$ cat src/rtl/jk_bank_sequencer.sv
// Round-robin sequencer that applies one J/K command at a time to a shared JK bank,
// using a single-cycle enable pulse followed by a programmable settle gap.
module jk_bank_sequencer #(
  parameter int N_REQ = 4,
  parameter int WIDTH = 8,
  parameter int IDX_W = 3,
  parameter int GAP   = 2
) (
  input  logic                     clk,
  input  logic                     rst,
  input  logic [N_REQ-1:0]         req_valid,
  input  logic [N_REQ-1:0]         req_j,
  input  logic [N_REQ-1:0]         req_k,
  input  logic [N_REQ*IDX_W-1:0]   req_idx,
  output logic [N_REQ-1:0]         req_ack,
  output logic [WIDTH-1:0]         q,
  output logic [WIDTH-1:0]         q_bar,
  output logic                     en_pulse,
  output logic [IDX_W-1:0]         sel,
  output logic                     err,
  output logic                     busy
);
  localparam int PW = (N_REQ > 1) ? $clog2(N_REQ) : 1;
  localparam logic [3:0] GAP_LD = (GAP > 0) ? 4'(GAP - 1) : 4'd0;

  typedef enum logic [1:0] {IDLE, ENABLE, SETTLE} state_t;

  state_t           state;
  logic [PW-1:0]    ptr, win, grant_id;
  logic             grant_any;
  logic             lat_j, lat_k;
  logic [IDX_W-1:0] lat_idx, grant_idx;
  logic [3:0]       cnt;

  assign q_bar = ~q;

  // Scan from the highest offset down so the lowest offset from ptr wins.
  always_comb begin
    int c;
    c = 0;
    grant_any = |req_valid;
    grant_id  = '0;
    for (int i = N_REQ - 1; i >= 0; i--) begin
      c = int'(ptr) + i;
      if (c >= N_REQ) c = c - N_REQ;
      if (req_valid[c]) grant_id = PW'(c);
    end
    grant_idx = req_idx[int'(grant_id)*IDX_W +: IDX_W];
  end

  always_ff @(posedge clk) begin
    if (rst) begin
      state    <= IDLE;
      q        <= '0;
      req_ack  <= '0;
      en_pulse <= 1'b0;
      err      <= 1'b0;
      busy     <= 1'b0;
      sel      <= '0;
      ptr      <= '0;
      win      <= '0;
      lat_j    <= 1'b0;
      lat_k    <= 1'b0;
      lat_idx  <= '0;
      cnt      <= '0;
    end else begin
      case (state)
        IDLE: begin
          if (grant_any) begin
            win      <= grant_id;
            lat_j    <= req_j[grant_id];
            lat_k    <= req_k[grant_id];
            lat_idx  <= grant_idx;
            sel      <= grant_idx;
            en_pulse <= 1'b1;
            req_ack  <= N_REQ'(1) << grant_id;
            err      <= (int'(grant_idx) >= WIDTH);
            busy     <= 1'b1;
            state    <= ENABLE;
          end
        end
        ENABLE: begin
          en_pulse <= 1'b0;
          req_ack  <= '0;
          err      <= 1'b0;
          ptr      <= (win == PW'(N_REQ - 1)) ? '0 : win + PW'(1);
          // Out-of-range commands are acked with err but leave the bank alone.
          if (int'(lat_idx) < WIDTH) begin
            case ({lat_j, lat_k})
              2'b01:   q[lat_idx] <= 1'b0;
              2'b10:   q[lat_idx] <= 1'b1;
              2'b11:   q[lat_idx] <= ~q[lat_idx];
              default: ;
            endcase
          end
          if (GAP > 0) begin
            state <= SETTLE;
            cnt   <= GAP_LD;
          end else begin
            state <= IDLE;
            busy  <= 1'b0;
          end
        end
        SETTLE: begin
          if (cnt == 4'd0) begin
            state <= IDLE;
            busy  <= 1'b0;
          end else begin
            cnt <= cnt - 4'd1;
          end
        end
        default: state <= IDLE;
      endcase
    end
  end
endmodule

$ cat config.mk
export PLATFORM = sky130hd
export DESIGN_NAME = jk_bank_sequencer
export DESIGN_NICKNAME = d
export VERILOG_FILES = /design/src/rtl/jk_bank_sequencer.sv
export SDC_FILE = /design/constraint.sdc
export NUM_CORES = 1
export LEC_CHECK = 0
export CORE_MARGIN = 2
export CORE_UTILIZATION = 25
export DETAILED_ROUTE_END_ITERATION = 12
export PLACE_DENSITY_LB_ADDON = 0.25
export SYNTH_ARGS = -nofsm -noshare
export SYNTH_HDL_FRONTEND = slang
export SYNTH_SLANG_ARGS = --single-unit
$ cat constraint.sdc
create_clock -name clk -period 2 [get_ports clk]
set_input_delay 0.3 -clock clk [delete_from_list [all_inputs] [get_ports clk]]
set_output_delay 0.3 -clock clk [all_outputs]
set_load 0.05 [all_outputs]
==> results.env <==
SETUP_TNS_PS=0
HOLD_PATH.STARTPOINT='en_pulse'
CRIT_PATH_LARGEST_CELL_DELAY_PS=840
GLOBAL_ROUTE.OVERFLOW_TOTAL=0
TRITONCTS.NUM_BUFFERS=5
DIE_AREA_MM2=0.00692
DETAILEDROUTE.FIRSTITERATIONVIOLATIONS=78
REG2REG_SETUP_SLACK_PS=290
SYNTH_CELL_TYPES=37
LARGEST_NET_DEGREE_AT_THE_START_OF_GLOBAL_ROUTING=21
ENDPOINT='q[1]'
WORST_R2R_DST='q[6]'
DRV_CAP=0
CORE-AREA_MM2=0.00599
AVGSYNTHCELLAREA_UM2=8.61
YS_ASYNC_SR_FRACTION=0
CTS_POST_SETUP_BUFFERS_INSERTED=0
FIN_WORST_SKEW_PS=2.60
PERIOD_NEEDED_PS=1820
VIA_COUNT_OF_THE_FIRST_GLOBAL_ROUTING_PASS=1382
TIMING.CRITICAL_PATH.MAX_DELAY_FAMILY='buffers and inverters'
POWER_REPORT.INTERNAL_TOTAL_W=0.00116
SYNTHESIS.NETS=210
SYNTH_SEQUENTIAL_AREA_RATIO=0.370
CRIT_CELLS=1
SYNTHESIS.INSTANCES=182
DIE_W_UM=83.2
COUNT_OF_BUFFERS_INSERTED_AT_THE_TOP_LEVEL_PORTS=50
WORSTSETUPENDPOINTTYPE='output port'
FINAL_LAYOUT_SIZE_SUFFIX_GT1_FRAC=0.137
CTS.REPORTEDPATHS.CLKPINSLEW_PS=60
CTSLONGESTPATHBUFFERS=2
FINALMAXSLEWVIOLATIONS=0
MASTER_OF_THE_SLOWEST_INSTANCE_ON_THE_CRITICAL_PATH='sky130_fd_sc_hd__clkdlybuf4s50_1'
CTS_REPAIR_RESIZE_COUNT=0
YOSYS.AREA.TOP_TYPE_SHARE=0.370
YS_DOMINANT_REG_CELL='sky130_fd_sc_hd__dfxtp_1'
VIAS_PER_CELL=4.73
FIN_CRIT_SH=0.912
ROUTE.DETAILED.WL_PER_INST_UM=13.0
YOSYSTOPAREACELL='sky130_fd_sc_hd__dfxtp_1'
WORSTREG2REGSTART='lat_idx[0]'
WORSTSETUPPATHTYPE='reg2out'
TIMING.CRITICAL_PATH.REQUIRED_PS=1700
MIN-DELAY-PATH-CLASS='reg2reg'
GRT_SETUP_UNREPAIRED='no'
ROUTE.ANTENNA.REMAINING_NETS=0
POWER.COMBINATIONAL.FRACTION=0.288
PLACE.GP.CONGESTION=0.820
POWER.SEQUENTIAL.FRACTION=0.398
CRITICAL_PATH.STARTPOINT='q[1]'
ROWS=28
ANTENNA-DIODE-COUNT=0
REPORT.FINAL.SETUP_VIOL=0
YOSYS_WARNINGS=0
HOLD_VIOL_FINAL=0
RESULT_OF_THE_RUN='finished, final reports clean'
CLOCK_SINK_COUNT=29
PWR_DENS_mW_PER_MM2=738
VDD_DROP_MAX_V=0.000242
SYN_TO_FINAL_GROWTH_PCT=46.4
HPWL_UM=3090
MOSTFREQUENTLAYOUTCELLS='sky130_fd_sc_hd__clkdlybuf4s50_1 (47), sky130_fd_sc_hd__dfxtp_1 (29), sky130_fd_sc_hd__a21oi_1 (21)'
R2R.WORST_PATH.CELLS=5
WORSTPATHCELLLIST='clkdlybuf4s50_1'
FINAL_COMMON_CELL='sky130_fd_sc_hd__clkdlybuf4s50_1'
LAYOUT.NETS=268
GRTUSAGETOTAL=0.122
GRT_FIRST_PASS_WIRELENGTH_UM=6800
CRITPATHLAUNCHTYPE='flop'
DRT_PRE_ANTENNA_ITERS=4
STATIC-LEAKAGE-POWER_nW=0.813
ROOT_BUFFER='sky130_fd_sc_hd__clkbuf_8'
HOLDBUFCOUNTCTS=0
CRIT_PATH_MAX_FANOUT=5
INITIAL_UTILIZATION=0.262
YOSYS_REGISTER_BITS=29
SWITCHING_SHARE=0.317
FLOORPLAN.DIE.HEIGHT_UM=83.2
FMAX_GHz=0.548
TRITONCTS='done'
SYNTH.CELL_AREA_MM2=0.00157
DR_TOTAL_VIAS=1495
WHS_PATH_CELLS=2
WORSTSKEWPAIRLATENCY_PS=270
HTREE_LEVELS=2
DRC=0
DRT-TOTAL-WL_UM=4120
P_SWITCHING_W=0.000536
INITIAL_ANTENNA_VIOLATION_COUNT=0
FINALHOLDWORSTSLACK_PS=470
WORSTMARGINPINSLEW_PS=499
SYNTH-EDFF-COUNT=0
CLOCKPOWERSHARE=0.314
SLEW_HEADROOM=0.667
CRIT_BUF_INV=1
IOS=52
ARRIVAL_PS=1520
SYNTH.TOP_CELLS.BY_AREA='sky130_fd_sc_hd__dfxtp_1 (37%), sky130_fd_sc_hd__mux2i_1 (9.6%), sky130_fd_sc_hd__a21oi_1 (6.7%)'
how the worst min path moves through the flow:
stage / slack, ps / to
after floorplan: 400 / state[0]
after global placement: 460 / req_ack[1]
after detailed placement: 470 / en_pulse
after CTS: 470 / en_pulse
after global routing: 500 / busy
final: 470 / en_pulse
power groups by stage:
stage / sequential, W / combinational (W) / clock (W)
after floorplan: 0.000746 / 0.000240 / 0
after global placement: 0.000685 / 0.000487 / 0
after detailed placement: 0.000685 / 0.000488 / 0
after CTS: 0.000673 / 0.000490 / 0.000546
after global routing: 0.000680 / 0.000528 / 0.000574
final: 0.000673 / 0.000488 / 0.000533
cell usage after synthesis, types with 2 or more instances:
library cell	count
sky130_fd_sc_hd__nor2_1	11
sky130_fd_sc_hd__nand2_1	15
sky130_fd_sc_hd__o221ai_1	5
sky130_fd_sc_hd__nand2b_1	6
sky130_fd_sc_hd__buf_4	3
sky130_fd_sc_hd__nand3_1	7
sky130_fd_sc_hd__buf_6	2
sky130_fd_sc_hd__nor3_1	4
sky130_fd_sc_hd__nor2b_1	2
sky130_fd_sc_hd__mux2i_1	15
sky130_fd_sc_hd__mux4_2	2
sky130_fd_sc_hd__a21oi_1	21
sky130_fd_sc_hd__dfxtp_1	29
sky130_fd_sc_hd__nand3b_1	8
sky130_fd_sc_hd__inv_1	13
sky130_fd_sc_hd__ha_1	2
sky130_fd_sc_hd__o21ai_0	8
sky130_fd_sc_hd__mux2_2	2
sky130_fd_sc_hd__clkbuf_1	7
sky130_fd_sc_hd__or3_1	2
sky130_fd_sc_hd__a211oi_2	2
registers in the layout, summed over array words and instances, names as in the netlist:
register	count
q	8
cnt	4
req_ack	4
lat_idx	3
ptr	2
state	2
win	2
busy	1
en_pulse	1
lat_j	1
lat_k	1
stage by stage:
step	utilization	power (W)	instance area [um^2]	setup slack, ps	std cells
finish	0.383	0.00169	2290	177	316
global placement	0.366	0.00117	2190	14.5	308
global route	0.383	0.00178	2290	91.5	316
CTS	0.383	0.00171	2290	157	316
detailed placement	0.366	0.00117	2190	-1.63	308
floorplan	-	0.000985	1570	94.2	182
cell type report:
cell class | instances | area (um^2)
inverter | 13 | 48.8
clock inverter | 1 | 5.00
clock buffer | 7 | 96.3
fill | 618 | 3700
timing repair buffer | 63 | 603
sequential | 29 | 581
tap | 75 | 93.8
multi-input combinational | 128 | 867
tightest hold or removal path: cells and delay by family, from the launching register on:
kind            cells  cell delay (ps)
compound gates      1               50
simple gates        1               50
flops               1              320
kinds of logic after synthesis:
kind of cell | count (synthesis) | share of synthesized area
AOI/OAI and AO/OA | 45 | 0.182
adders and majority gates | 2 | 0.0160
buffers and inverters | 25 | 0.0766
DFF | 29 | 0.370
muxes | 20 | 0.148
other | 1 | 0.00239
and+or+nand+nor | 60 | 0.204
layer usage:
| layer | track usage | share of wire | vias up |
|---|---|---|---|
| met3 | 0.0308 | 0.053 | 7 |
| met4 | 0.0566 | 0.018 | 0 |
| met2 | 0.175 | 0.43 | 52 |
| li1 | - | - | 758 |
| met1 | 0.170 | 0.50 | 678 |
| met5 | 0 | 0 | - |
Note: power is estimated with default switching activity, not from simulation.
